===== config.mk =====
export PLATFORM = sky130hd
export DESIGN_NAME = vid_sync_gen
export DESIGN_NICKNAME = d
export VERILOG_FILES = /design/src/rtl/vid_pkg.sv /design/src/rtl/vid_pattern.sv /design/src/rtl/vid_sync_gen.sv
export SDC_FILE = /design/constraint.sdc
export NUM_CORES = 1
export LEC_CHECK = 0
export CAP_MARGIN = 20
export CORE_MARGIN = 3
export CORE_UTILIZATION = 55
export CTS_BUF_LIST = sky130_fd_sc_hd__clkbuf_8
export CTS_CLUSTER_SIZE = 14
export DETAILED_ROUTE_END_ITERATION = 6
export HOLD_SLACK_MARGIN = 0.15
export PLACE_DENSITY = 0.79
export SLEW_MARGIN = 10
export SYNTH_ARGS = -nofsm -noshare
export SYNTH_HDL_FRONTEND = slang
export SYNTH_SLANG_ARGS = --single-unit
export TNS_END_PERCENT = 100

===== constraint.sdc =====
create_clock -name i_clk -period 15.4 [get_ports i_clk]
set_input_delay 2.31 -clock i_clk [delete_from_list [all_inputs] [get_ports i_clk]]
set_output_delay 2.31 -clock i_clk [all_outputs]
set_load 0.05 [all_outputs]

===== src/rtl/vid_pkg.sv =====
// Shared types and helpers for the video timing / test-pattern generator.
package vid_pkg;

  // One complete mode line. Every field uses the end-position convention:
  // each value is the first position past the region it closes.
  typedef struct packed {
    logic [15:0] width;
    logic [15:0] hfront;
    logic [15:0] hsync;
    logic [15:0] raw_width;
    logic [15:0] height;
    logic [15:0] vfront;
    logic [15:0] vsync;
    logic [15:0] raw_height;
  } mode_t;

  typedef enum logic [1:0] {
    PAT_SOLID   = 2'd0,
    PAT_BARS    = 2'd1,
    PAT_RAMP    = 2'd2,
    PAT_CHECKER = 2'd3
  } pattern_e;

  localparam logic [23:0] COLOR_WHITE = 24'hFFFFFF;
  localparam logic [23:0] COLOR_BLACK = 24'h000000;

  // Colour bars, left to right.
  localparam logic [23:0] BAR_COLORS [8] = '{
    24'hFFFFFF, 24'hFFFF00, 24'h00FFFF, 24'h00FF00,
    24'hFF00FF, 24'hFF0000, 24'h0000FF, 24'h000000
  };

  // A mode is usable only if every region is non-empty and ordered inside
  // the raw line/frame, which also keeps all counters within 16 bits.
  function automatic logic mode_valid(input mode_t m);
    return (m.width  != 16'd0) && (m.width  <= m.hfront) &&
           (m.hfront <  m.hsync) && (m.hsync  <  m.raw_width) &&
           (m.height != 16'd0) && (m.height <= m.vfront) &&
           (m.vfront <  m.vsync) && (m.vsync  <  m.raw_height);
  endfunction

endpackage


===== src/rtl/vid_pattern.sv =====
// Test-pattern pixel source. Produces a registered RGB888 pixel aligned with
// the timing decode of the same counter position.
module vid_pattern
  import vid_pkg::*;
(
  input  logic        i_clk,
  input  logic        i_reset,
  input  logic        i_active,
  input  logic [15:0] i_hpos,
  input  logic        i_vpos_bit,
  input  pattern_e    i_pattern,
  input  logic [23:0] i_color,
  input  logic [15:0] i_bar_step,
  output logic [23:0] o_pixel
);

  logic        line_start;
  logic [15:0] bar_cnt;
  logic [15:0] cnt_now;
  logic [2:0]  bar_idx;
  logic [2:0]  idx_now;
  logic [23:0] pix_next;

  // Bar state restarts at the first pixel of every line.
  assign line_start = (i_hpos == 16'd0);
  assign cnt_now    = line_start ? 16'd0 : bar_cnt;
  assign idx_now    = line_start ? 3'd0  : bar_idx;

  // Advance the bar index every i_bar_step pixels, saturating on the last bar.
  always_ff @(posedge i_clk or posedge i_reset) begin
    if (i_reset) begin
      bar_cnt <= 16'd0;
      bar_idx <= 3'd0;
    end else if (cnt_now == i_bar_step - 16'd1) begin
      bar_cnt <= 16'd0;
      bar_idx <= (idx_now == 3'd7) ? 3'd7 : idx_now + 3'd1;
    end else begin
      bar_cnt <= cnt_now + 16'd1;
      bar_idx <= idx_now;
    end
  end

  // Select the pattern colour for the current position; blank outside active video.
  always_comb begin
    // NOTE: default assignment first so no path leaves pix_next unassigned (no latch).
    pix_next = '0;
    case (i_pattern)
      PAT_SOLID:   pix_next = i_color;
      PAT_BARS:    pix_next = BAR_COLORS[idx_now];
      PAT_RAMP:    pix_next = {3{i_hpos[7:0]}};
      PAT_CHECKER: pix_next = (i_hpos[4] ^ i_vpos_bit) ? COLOR_WHITE : COLOR_BLACK;
      default:     pix_next = '0;
    endcase
    if (!i_active) pix_next = '0;
  end

  // Register the pixel so it lines up with the registered sync outputs.
  always_ff @(posedge i_clk or posedge i_reset) begin
    if (i_reset) o_pixel <= '0;
    else         o_pixel <= pix_next;
  end

endmodule


===== src/rtl/vid_sync_gen.sv =====
// Programmable video timing generator. Mode line and pattern are shadowed
// while idle and at each frame boundary; outputs are registered one cycle
// after the counter position they describe.
module vid_sync_gen
  import vid_pkg::*;
#(
  parameter bit         OPT_INVERT_HSYNC    = 1'b0,
  parameter bit         OPT_INVERT_VSYNC    = 1'b0,
  parameter logic [1:0] OPT_DEFAULT_PATTERN = 2'b01
) (
  input  logic        i_clk,
  input  logic        i_reset,
  input  logic        i_en,
  input  logic [15:0] i_width,
  input  logic [15:0] i_hfront,
  input  logic [15:0] i_hsync,
  input  logic [15:0] i_raw_width,
  input  logic [15:0] i_height,
  input  logic [15:0] i_vfront,
  input  logic [15:0] i_vsync,
  input  logic [15:0] i_raw_height,
  input  logic [1:0]  i_pattern,
  input  logic [23:0] i_color,
  output logic        o_pix_valid,
  output logic        o_hsync,
  output logic        o_vsync,
  output logic [23:0] o_pixel,
  output logic        o_sof,
  output logic        o_err,
  output logic [15:0] o_frame
);

  typedef enum logic {S_IDLE, S_RUN} state_e;

  state_e      state;
  mode_t       mode_in;
  mode_t       mode;
  pattern_e    pattern;
  logic [23:0] color;
  logic [15:0] hpos;
  logic [15:0] vpos;
  logic [15:0] bar_step;
  logic        in_valid;
  logic        running;
  logic        line_end;
  logic        frame_end;
  logic        reshadow;
  logic        pix_act;
  logic        hs_act;
  logic        vs_act;
  logic        sof_act;

  assign mode_in = '{width: i_width, hfront: i_hfront, hsync: i_hsync,
                     raw_width: i_raw_width, height: i_height, vfront: i_vfront,
                     vsync: i_vsync, raw_height: i_raw_height};
  assign in_valid  = mode_valid(mode_in);
  assign running   = (state == S_RUN);
  assign line_end  = (hpos == mode.raw_width - 16'd1);
  assign frame_end = running && line_end && (vpos == mode.raw_height - 16'd1);
  // Inputs are only looked at while idle or on the last clock of a frame.
  assign reshadow  = !running || frame_end;

  // Combinational decode of the current counter position.
  assign pix_act = running && (hpos < mode.width) && (vpos < mode.height);
  assign hs_act  = running && (hpos >= mode.hfront) && (hpos < mode.hsync);
  assign vs_act  = running && (vpos >= mode.vfront) && (vpos < mode.vsync);
  assign sof_act = running && (hpos == 16'd0) && (vpos == 16'd0);
  assign bar_step = (mode.width[15:3] == 13'd0) ? 16'd1 : {3'b000, mode.width[15:3]};

  // Control FSM: shadow inputs at frame boundaries and step the raster counters.
  always_ff @(posedge i_clk or posedge i_reset) begin
    if (i_reset) begin
      state   <= S_IDLE;
      mode    <= '0;
      pattern <= pattern_e'(OPT_DEFAULT_PATTERN);
      color   <= '0;
      hpos    <= '0;
      vpos    <= '0;
      o_err   <= 1'b0;
    end else if (reshadow) begin
      // NOTE: non-blocking (<=) for all state so every register samples pre-edge values.
      mode    <= mode_in;
      pattern <= pattern_e'(i_pattern);
      color   <= i_color;
      hpos    <= '0;
      vpos    <= '0;
      o_err   <= i_en && !in_valid;
      state   <= (i_en && in_valid) ? S_RUN : S_IDLE;
    end else if (line_end) begin
      hpos <= '0;
      vpos <= vpos + 16'd1;
    end else begin
      hpos <= hpos + 16'd1;
    end
  end

  // Registered timing outputs, one cycle behind the counters.
  always_ff @(posedge i_clk or posedge i_reset) begin
    if (i_reset) begin
      o_pix_valid <= 1'b0;
      o_hsync     <= OPT_INVERT_HSYNC;
      o_vsync     <= OPT_INVERT_VSYNC;
      o_sof       <= 1'b0;
      o_frame     <= '0;
    end else begin
      o_pix_valid <= pix_act;
      o_hsync     <= hs_act ^ OPT_INVERT_HSYNC;
      o_vsync     <= vs_act ^ OPT_INVERT_VSYNC;
      o_sof       <= sof_act;
      if (sof_act) o_frame <= o_frame + 16'd1;
    end
  end

  vid_pattern u_pattern (
    .i_clk      (i_clk),
    .i_reset    (i_reset),
    .i_active   (pix_act),
    .i_hpos     (hpos),
    .i_vpos_bit (vpos[4]),
    .i_pattern  (pattern),
    .i_color    (color),
    .i_bar_step (bar_step),
    .o_pixel    (o_pixel)
  );

endmodule


==> results.md, run 1 <==
- In this run the tightest slew margin relative to its limit is between 30 and 40%.
- Power spread over the standard cell area amounts to 162.4 nW/um^2.
- The critical path data required time is ~16000 ps.
- For the worst flop-to-flop path, the logic depth is 11.
- The floorplan has 62 rows.
- The arrival time at the worst endpoint is 5750 ps.
- The worst hold path belongs to the class reg2reg.
- The startpoint identified for the worst register-to-register timing path is mode[0].
- The CTS clock-pin slew for the worst setup and hold paths is 60 ps.
- Yosys mapped a number of flops with a built-in enable equal to 0.
- The initial utilization of the core area, before any placement, comes to 56.30%.
- The share of the cycle needed by the critical path after routing is 34.39%.
- Each instance of the synthesized netlist takes up on average 9.867 um^2.
- The shortest period the worst path allows is 5296 ps.
- Before CTS, the worst setup slack after placement is 9991 ps.
- Detailed placement ended at an HPWL of 32260 um.
- The number of optimization iterations in the first detailed-route pass is 5.
- The origin of the worst setup path is mode[0].
- The setup total negative slack is 0 ps.
- The ratio of cells with drive above 1 in the final layout is 9.635%.
- The number of placed I/O pins is 202.
- Detailed routing inserted a total of 13.15k vias.
- The via count of the first global-routing pass is 13.26k.
- The aggregate routed wire length is 42480 um.
- By instance count, the cell type seen most on the critical path is buf_4.
- The clock insertion delay at the later pin of the skew report is between 500 and 600 ps.
- Across the VDD grid, the largest voltage drop is about 0.093 mV.
- By area the synthesized netlist is led by dfrtp_1, ha_1, mux2_2.
- The maximum clock frequency is 188.8 MHz.
- Buffers inserted during clock tree synthesis total 44.
- Entering global routing, the biggest net connects ~140 pins.
- The average wire per standard cell is 18.69 um.
- The initial antenna violation count was 0.
- The max capacitance violation total is 0.
- Synthesis inferred 251 register bits.
- The Yosys step of the flow raised 0 warnings.
- The endpoint identified for the worst register-to-register timing path is mode[60].
- The cell with the biggest individual delay on the critical path is nor4b_1.
- The die width is 178.1 um.
- The cell class contributing the biggest share of worst-path delay is buffers and inverters.
- The final critical-path setup slack is 10100 ps.
- Setup violations remaining at the end of the flow were counted as 0.
- The largest stage delay on the critical path is 770 ps.
- The instance count of the mapped netlist is 1651.
- The sequential fraction of the synthesis area is 38.56%.
- The number of antenna diodes in the final layout is 0.
- The routed via count divided by cell count is about 5.8.
- The total count of hold-check failures in the final report is 0.
- The number of pins exceeding their max-slew limit in the final report is 0.
- Of all nets on the critical path, the largest fanout is 54.
- During placement, the flow inserted port buffers numbering around 200.
- In this run the vertical extent of the chip is 178.1 um.
- The cell area that synthesis handed to floorplanning was approximately 16000 um^2.
- By startpoint and endpoint, the worst setup path is classified as reg2reg.
- In the synthesized netlist, the cells that appear most often are dfrtp_1, inv_1, ha_1, nor2_1, mux2_2.
- The root buffer cell chosen for the clock tree is clkbuf_8.
- The area of placed instances is between 15000 and 20000 um^2.
- The die footprint is 31720 um^2.
- The global-route usage over all layers is 26.90%.
- After synthesis, the largest area contributor takes up between 30% and 40% of total cell area.
- The run finished with clean final reports.
- At the end of routability-driven placement, the weighted congestion stood at 0.9160.
- The number of nets in the synthesized netlist is 2002.
- Setup repair after global routing left no endpoint under its margin.
- The leading area contributor after synthesis is dfrtp_1.
- TritonCTS built the clock tree.
- The clock sink total is 251.
- The cts-stage hold buffer count is 0.
- STA classifies the critical path startpoint as a flop.
- The core footprint is 28940 um^2.
- The detail route stage leaves a number of antenna-violating nets equal to 0.
- The final net count is 2205.
- In this run the worst setup path terminates at mode[60].
- The first global-routing pass estimated 68370 um of wire.
- Setup slack on the worst reg-to-reg path comes out at 10100 ps.
- The number of instances resized during post-cts repair is 0.
- The number of buffers and inverters on the critical path is 4.
- The leakage power is 9.712 nW.
- The number of cells traversed by the worst hold path is 1.
- The clock skew after layout is 14.16 ps.
- Relative to the synthesized area, the layout overhead comes to 20.54%.
- CTS built an H-tree with a depth of 2.
- The kind of capture point of the worst setup path is a flop.
- Walking the worst path, the cells encountered are inv_1, ha_1, nor4b_1, nand2_1, o311a_1, o21ai_0, o21a_4, buf_4, buf_16, buf_4, mux2_2.
- Among all cell types in the netlist, the one instantiated most often is dfrtp_1.
- The post-synthesis async set-or-reset flop share is 100.0%.
- The starting DRC count in detailed routing is 874.
- Hold is met by 467.2 ps.
- At the pin with the least slew margin, the transition time is 926.0 ps.
- The critical path runs through a total of 11 cells.
- The summed area of non-filler cells in the final layout is 19640 um^2.
- In the routed design, unresolved DRC markers number 0.
- The post-synthesis cell type count is 64.
- After global routing the overflow that remains totals 0.
- No sink is reached through more buffers than the 3 on the longest clock path.
- After clock tree synthesis, the setup repair step added 0 buffers.
- Among all flip-flop cells after synthesis, the most frequent one is dfrtp_1.
per-layer routing:
layer  GRT usage [%]  vias up  share of wire [%]
met5               0        -                  0
met4           8.966        0                3.3
met3           4.151       93                5.6
met2           42.91      422                 46
li1                -     6211                  -
met1           37.59     6427                 45
stage by stage:
stage                     cells  total power [mW]  util (%)
after detailed placement   2190             2.504     64.33
after global placement     2190             2.444     64.33
after global routing       2273             3.404     67.86
after CTS                  2271             3.187     67.73
after floorplan            1651             2.123         -
final                      2273             3.189     67.86
cells by family after synthesis:
family          Yosys count  share of synthesized area (%)
compound gates          264                          10.70
xor+xnor                108                          5.975
fa+ha+maj               194                          14.90
buf+inv                 268                          6.398
flops                   251                          38.56
mux                     158                          10.57
simple gates            408                          12.90
power breakdown:
group          internal (mW)  switching [mW]
sequential             0.918           0.197
clock                  0.383           0.290
combinational          0.627           0.774
worst reg2reg max path, cell delays in order (launching register included):
cell and delay (ps):
dfrtp_1 420, inv_1 80, ha_1 210, nor4b_1 770, nand2_1 320, o311a_1 400, o21ai_0 290, o21a_4 700
buf_4 580, buf_16 330, buf_4 650, mux2_2 430
registers in the layout, summed over array words and instances, names as in the netlist, 2 cells and up:
signal	cells
hpos	16
color	24
u_pattern.o_pixel	24
u_pattern.bar_idx	3
pattern	2
mode	128
o_frame	16
vpos	16
u_pattern.bar_cnt	16
layout by cell type (no fill, tap or decap), types with 17 or more instances in the layout:
cell type / instances
nand3_1: 44
and3_1: 19
a211oi_1: 17
mux2_2: 84
clkbuf_8: 60
o22ai_1: 26
clkdlybuf4s50_1: 201
nand4_1: 42
dfrtp_1: 250
xor2_1: 38
o21ai_0: 53
mux2i_1: 67
a21oi_1: 51
a21o_1: 42
ha_1: 194
nor2_1: 98
xnor2_1: 68
nor3_1: 27
nand2_1: 70
inv_1: 225
nor4_1: 28
cell type report:
class                           instances  area, um^2
Clock inverter                         21       156.4
Fill cell                            2207        9299
Sequential cell                       251        6282
Inverter                              216       818.3
Timing Repair Buffer                  209        2096
Tap cell                              384       480.5
Clock buffer                           60       825.8
Multi-Input combinational cell       1132        8977
how the worst min path moves through the flow:
stage,start,slack [ps],endpoint
CTS,o_frame[15],470,o_frame[15]
global route,o_frame[15],480,o_frame[15]
global placement,o_frame[15],460,o_frame[15]
finish,o_frame[15],470,o_frame[15]
detailed placement,o_frame[15],460,o_frame[15]
floorplan,mode[16],470,mode[16]
(Power assumes the default switching activity.)
==> inputs of run 2 (changes only) <==
--- a/config.mk
+++ b/config.mk
@@ -7,12 +7,12 @@
 export LEC_CHECK = 0
 export CAP_MARGIN = 20
 export CORE_MARGIN = 3
-export CORE_UTILIZATION = 55
+export CORE_UTILIZATION = 53
 export CTS_BUF_LIST = sky130_fd_sc_hd__clkbuf_8
 export CTS_CLUSTER_SIZE = 14
 export DETAILED_ROUTE_END_ITERATION = 6
 export HOLD_SLACK_MARGIN = 0.15
-export PLACE_DENSITY = 0.79
+export PLACE_DENSITY = 0.8
 export SLEW_MARGIN = 10
 export SYNTH_ARGS = -nofsm -noshare
 export SYNTH_HDL_FRONTEND = slang
==> constraint.sdc (replaced) <==
create_clock -name i_clk -period 4.79 [get_ports i_clk]
set_input_delay 0.7185 -clock i_clk [delete_from_list [all_inputs] [get_ports i_clk]]
set_output_delay 0.7185 -clock i_clk [all_outputs]
set_load 0.05 [all_outputs]
==> run 2 against run 1 <==
  * Maximum frequency up 32%
  * Via count down 0.22%
  * Largest cell class unchanged
  * Die area up 3.6%
  * Routed wire length down 0.36%
  * Largest power group unchanged
  * Highest routed layer unchanged
  * Critical endpoint is now mode[44]
  * Sequential share of layout area up 0.12 points
  * Critical path depth down 1
  * Clock skew up 13 ps
  * Worst setup slack worse by 9300 ps
  * Non-clock buffer count up 7
  * Utilization down 2.6 points
  * Global-route usage down 1.4 points
==> results.md, run 2 (synthesis results as in run 1) <==
- The wire length on met1 came to 19150 um (was 19160 um).
- The clock skew after layout is 27.30 ps (was 14.16 ps).
- The ratio of cells with drive above 1 in the final layout was 9.279% (was 9.635%).
- The detailed-route DRC error count is 0 (unchanged).
- The highest routing layer actually used is met4 (unchanged).
- The maximum clock frequency is 248.7 MHz (was 188.8 MHz).
- The flip-flop count of the largest register, all copies and words added is 128 (unchanged).
- The die width is 181.3 um (was 178.1 um).
- The routability congestion estimate from global placement is 0.9068 (was 0.9160).
- The number of instances resized during post-cts repair is 0 (unchanged).
- The detailed-routed wire length on met3 is 1947 um (was 2375 um).
- The CTS tree is built (unchanged).
- The total of fill cells in the finished design is 2404 (was 2207).
- The final net count was 2210 (was 2205).
- The starting DRC count in detailed routing is 860 (was 874).
- The most common cell after layout, fill and taps aside is dfrtp_1 (unchanged).
- The slew at the pin closest to its max-slew limit was 1096 ps (was 926.0 ps).
- The share of the cycle needed by the critical path after routing came to 83.95% (was 34.39%).
- The via count of the first global-routing pass came to 13.55k (was 13.26k).
- The number of routed nets with antenna violations was 0 (unchanged).
- The detailed-route via count was 13.12k (was 13.15k).
- The critical path class is reg2reg (unchanged).
- The cts-stage hold buffer count is 0 (unchanged).
- The standard-cell row count is 63 (was 62).
- The overflow left after global routing was 0 (unchanged).
- The buffer type at the clock tree root is clkbuf_8 (unchanged).
- The total of buffers placed on input and output ports was 201 (unchanged).
- The number of buffers on the longest clock path is 3 (unchanged).
- The setup total negative slack is 0 ps (unchanged).
- The number of H-tree branching levels is 2 (unchanged).
- The die footprint was 32880 um^2 (was 31720 um^2).
- The origin of the worst setup path is mode[5] (was mode[0]).
- The register with the most flip-flops is mode (unchanged).
- The clock insertion delay at the later pin of the skew report is 560 ps (was 570 ps).
- The startpoint class of the critical path is a flop (unchanged).
- The maximum number of pins on one net before global-route repair was 148 (was 139).
- The number of placed I/O pins is 202 (unchanged).
- The end-of-flow core utilization came to 65.30% (was 67.86%).
- Unrepaired setup endpoints after global routing: false (unchanged).
- The synthesis-to-finish area growth was 20.08% (was 20.54%).
- The type of the most critical hold path is reg2reg (unchanged).
- Largest registers: mode (128), color (24), u_pattern.o_pixel (24) (unchanged).
- The post-place setup slack is 788.6 ps (was 9991 ps).
- The footprint of the multi-input gates came to 8977 um^2 (unchanged).
- The count of final setup violators is 0 (unchanged).
- The HPWL after detailed placement is 32520 um (was 32260 um).
- The initial antenna violation count came to 0 (unchanged).
- The clock sink total is 251 (unchanged).
- The final hold slack is 483.9 ps (was 467.2 ps).
- The total count of hold-check failures in the final report is 0 (unchanged).
- The startpoint of the lowest-slack register-to-register path is mode[5] (was mode[0]).
- The number of pins exceeding their max-slew limit in the final report is 0 (unchanged).
- The routed via count divided by cell count is 5.766 (was 5.787).
- The leakage power was 9.676 nW (was 9.712 nW).
- The aggregate routed wire length is 42330 um (was 42480 um).
- The final critical-path setup slack is 768.9 ps (was 10100 ps).
- The core footprint was 29950 um^2 (was 28940 um^2).
- The average wire per standard cell is 18.60 um (was 18.69 um).
- The area taken by flip-flops and latches is 6282 um^2 (unchanged).
- The CTS clock-pin slew for the worst setup and hold paths is 60 ps (about the same).
- The critical path data required time is 5260 ps (was 15850 ps).
- Most frequent cells in the layout: dfrtp_1, inv_1, clkdlybuf4s50_1 (unchanged).
- The initial cell density of the core is 54.39% (was 56.30%).
- The kind of capture point of the worst setup path was a flop (unchanged).
- The hold path startpoint is o_frame[15] (unchanged).
- The peak supply drop is 0.2333 mV (was 0.09339 mV).
- The arrival time at the worst endpoint was 4490 ps (was 5750 ps).
- The number of optimization iterations in the first detailed-route pass is 5 (unchanged).
- The overall die height was 181.3 um (was 178.1 um).
- The number of clock buffers inserted by TritonCTS is 42 (was 44).
- The power density over the cells is 512.0 nW/um^2 (was 162.4 nW/um^2).
- The total length of routed met2 wires came to 19770 um (was 19550 um).
- The first-pass GRT wire length is 69150 um (was 68370 um).
- The maximum fanout count along the critical path is 53 (was 54).
- The antenna diode instance count is 0 (unchanged).
- The shortest period the worst path allows is 4021 ps (was 5296 ps).
- The worst slew slack as a fraction of its limit was 25.04% (was 36.67%).
- The post-CTS setup repair buffer count is 0 (unchanged).
- The max capacitance violation total is 0 (unchanged).
- The global-route usage over all layers is 25.53% (was 26.90%).
- Result of the run: completed (unchanged).
run 2: cell types whose count changed in the layout (fill, tap and decap cells not counted):
cell | previous run | this run
clkbuf_8 | 60 | 48
buf_6 | 1 | 0
buf_16 | 1 | 0
buf_8 | 0 | 1
inv_8 | 1 | 0
clkinv_2 | 5 | 4
inv_1 | 225 | 229
inv_6 | 3 | 1
buf_4 | 6 | 10
buf_12 | 0 | 4
clkinvlp_4 | 1 | 3
run 2: cell type report:
class / instances / share of cell area [%]
well taps: 390 / 2.495
clock inverters: 23 / 0.7995
multi-input cells: 1132 / 45.89
flip-flops and latches: 251 / 32.12
clock buffers: 48 / 3.377
repair buffers: 216 / 11.16
inverters: 216 / 4.164
run 2: worst paths after layout:
kind	endpoint	slack (ps)	cells after the start
max	mode[44]	770	10
min	o_frame[15]	480	1
max reg2reg	mode[44]	770	10
min reg2reg	o_frame[15]	480	1
max in group asynchronous	mode[38]	3340	3
min in group asynchronous	color[9]	720	3
run 2: metal layers:
metal  vias to the layer above  GRT usage [%]
li1                       6226              -
met4                         0          9.141
met3                       100          3.402
met5                         -              0
met1                      6432          35.37
met2                       366          41.29
run 2: critical path, cell delays in order, from the launching register on:
cell and delay, ps:
dfrtp_1 450, nor4_1 540, nor4bb_1 660, mux2_2 400, mux2i_1 120, o21ai_0 80
nand4_1 130, o21a_4 710, buf_4 400, buf_4 230, mux2i_1 210
run 2: where the power goes:
group | internal [mW] | switching [mW] | leakage (nW) | total [mW]
sequential | 2.95 | 0.630 | 3.09 | 3.58
combinational | 2.05 | 2.50 | 6.11 | 4.55
clock | 1.02 | 0.867 | 0.468 | 1.89
total | 6.02 | 4.00 | 9.68 | 10.0
run 2: metrics by stage:
step | power [mW] | std cells | instance area [um^2]
6_report | 10.02 | 2276 | 19560
5_1_grt | 10.73 | 2276 | 19560
4_1_cts | 10.03 | 2275 | 19550
3_5_place_dp | 8.108 | 2204 | 18730
3_3_place_gp | 7.890 | 2204 | 18730
2_1_floorplan | 6.826 | 1651 | 16290
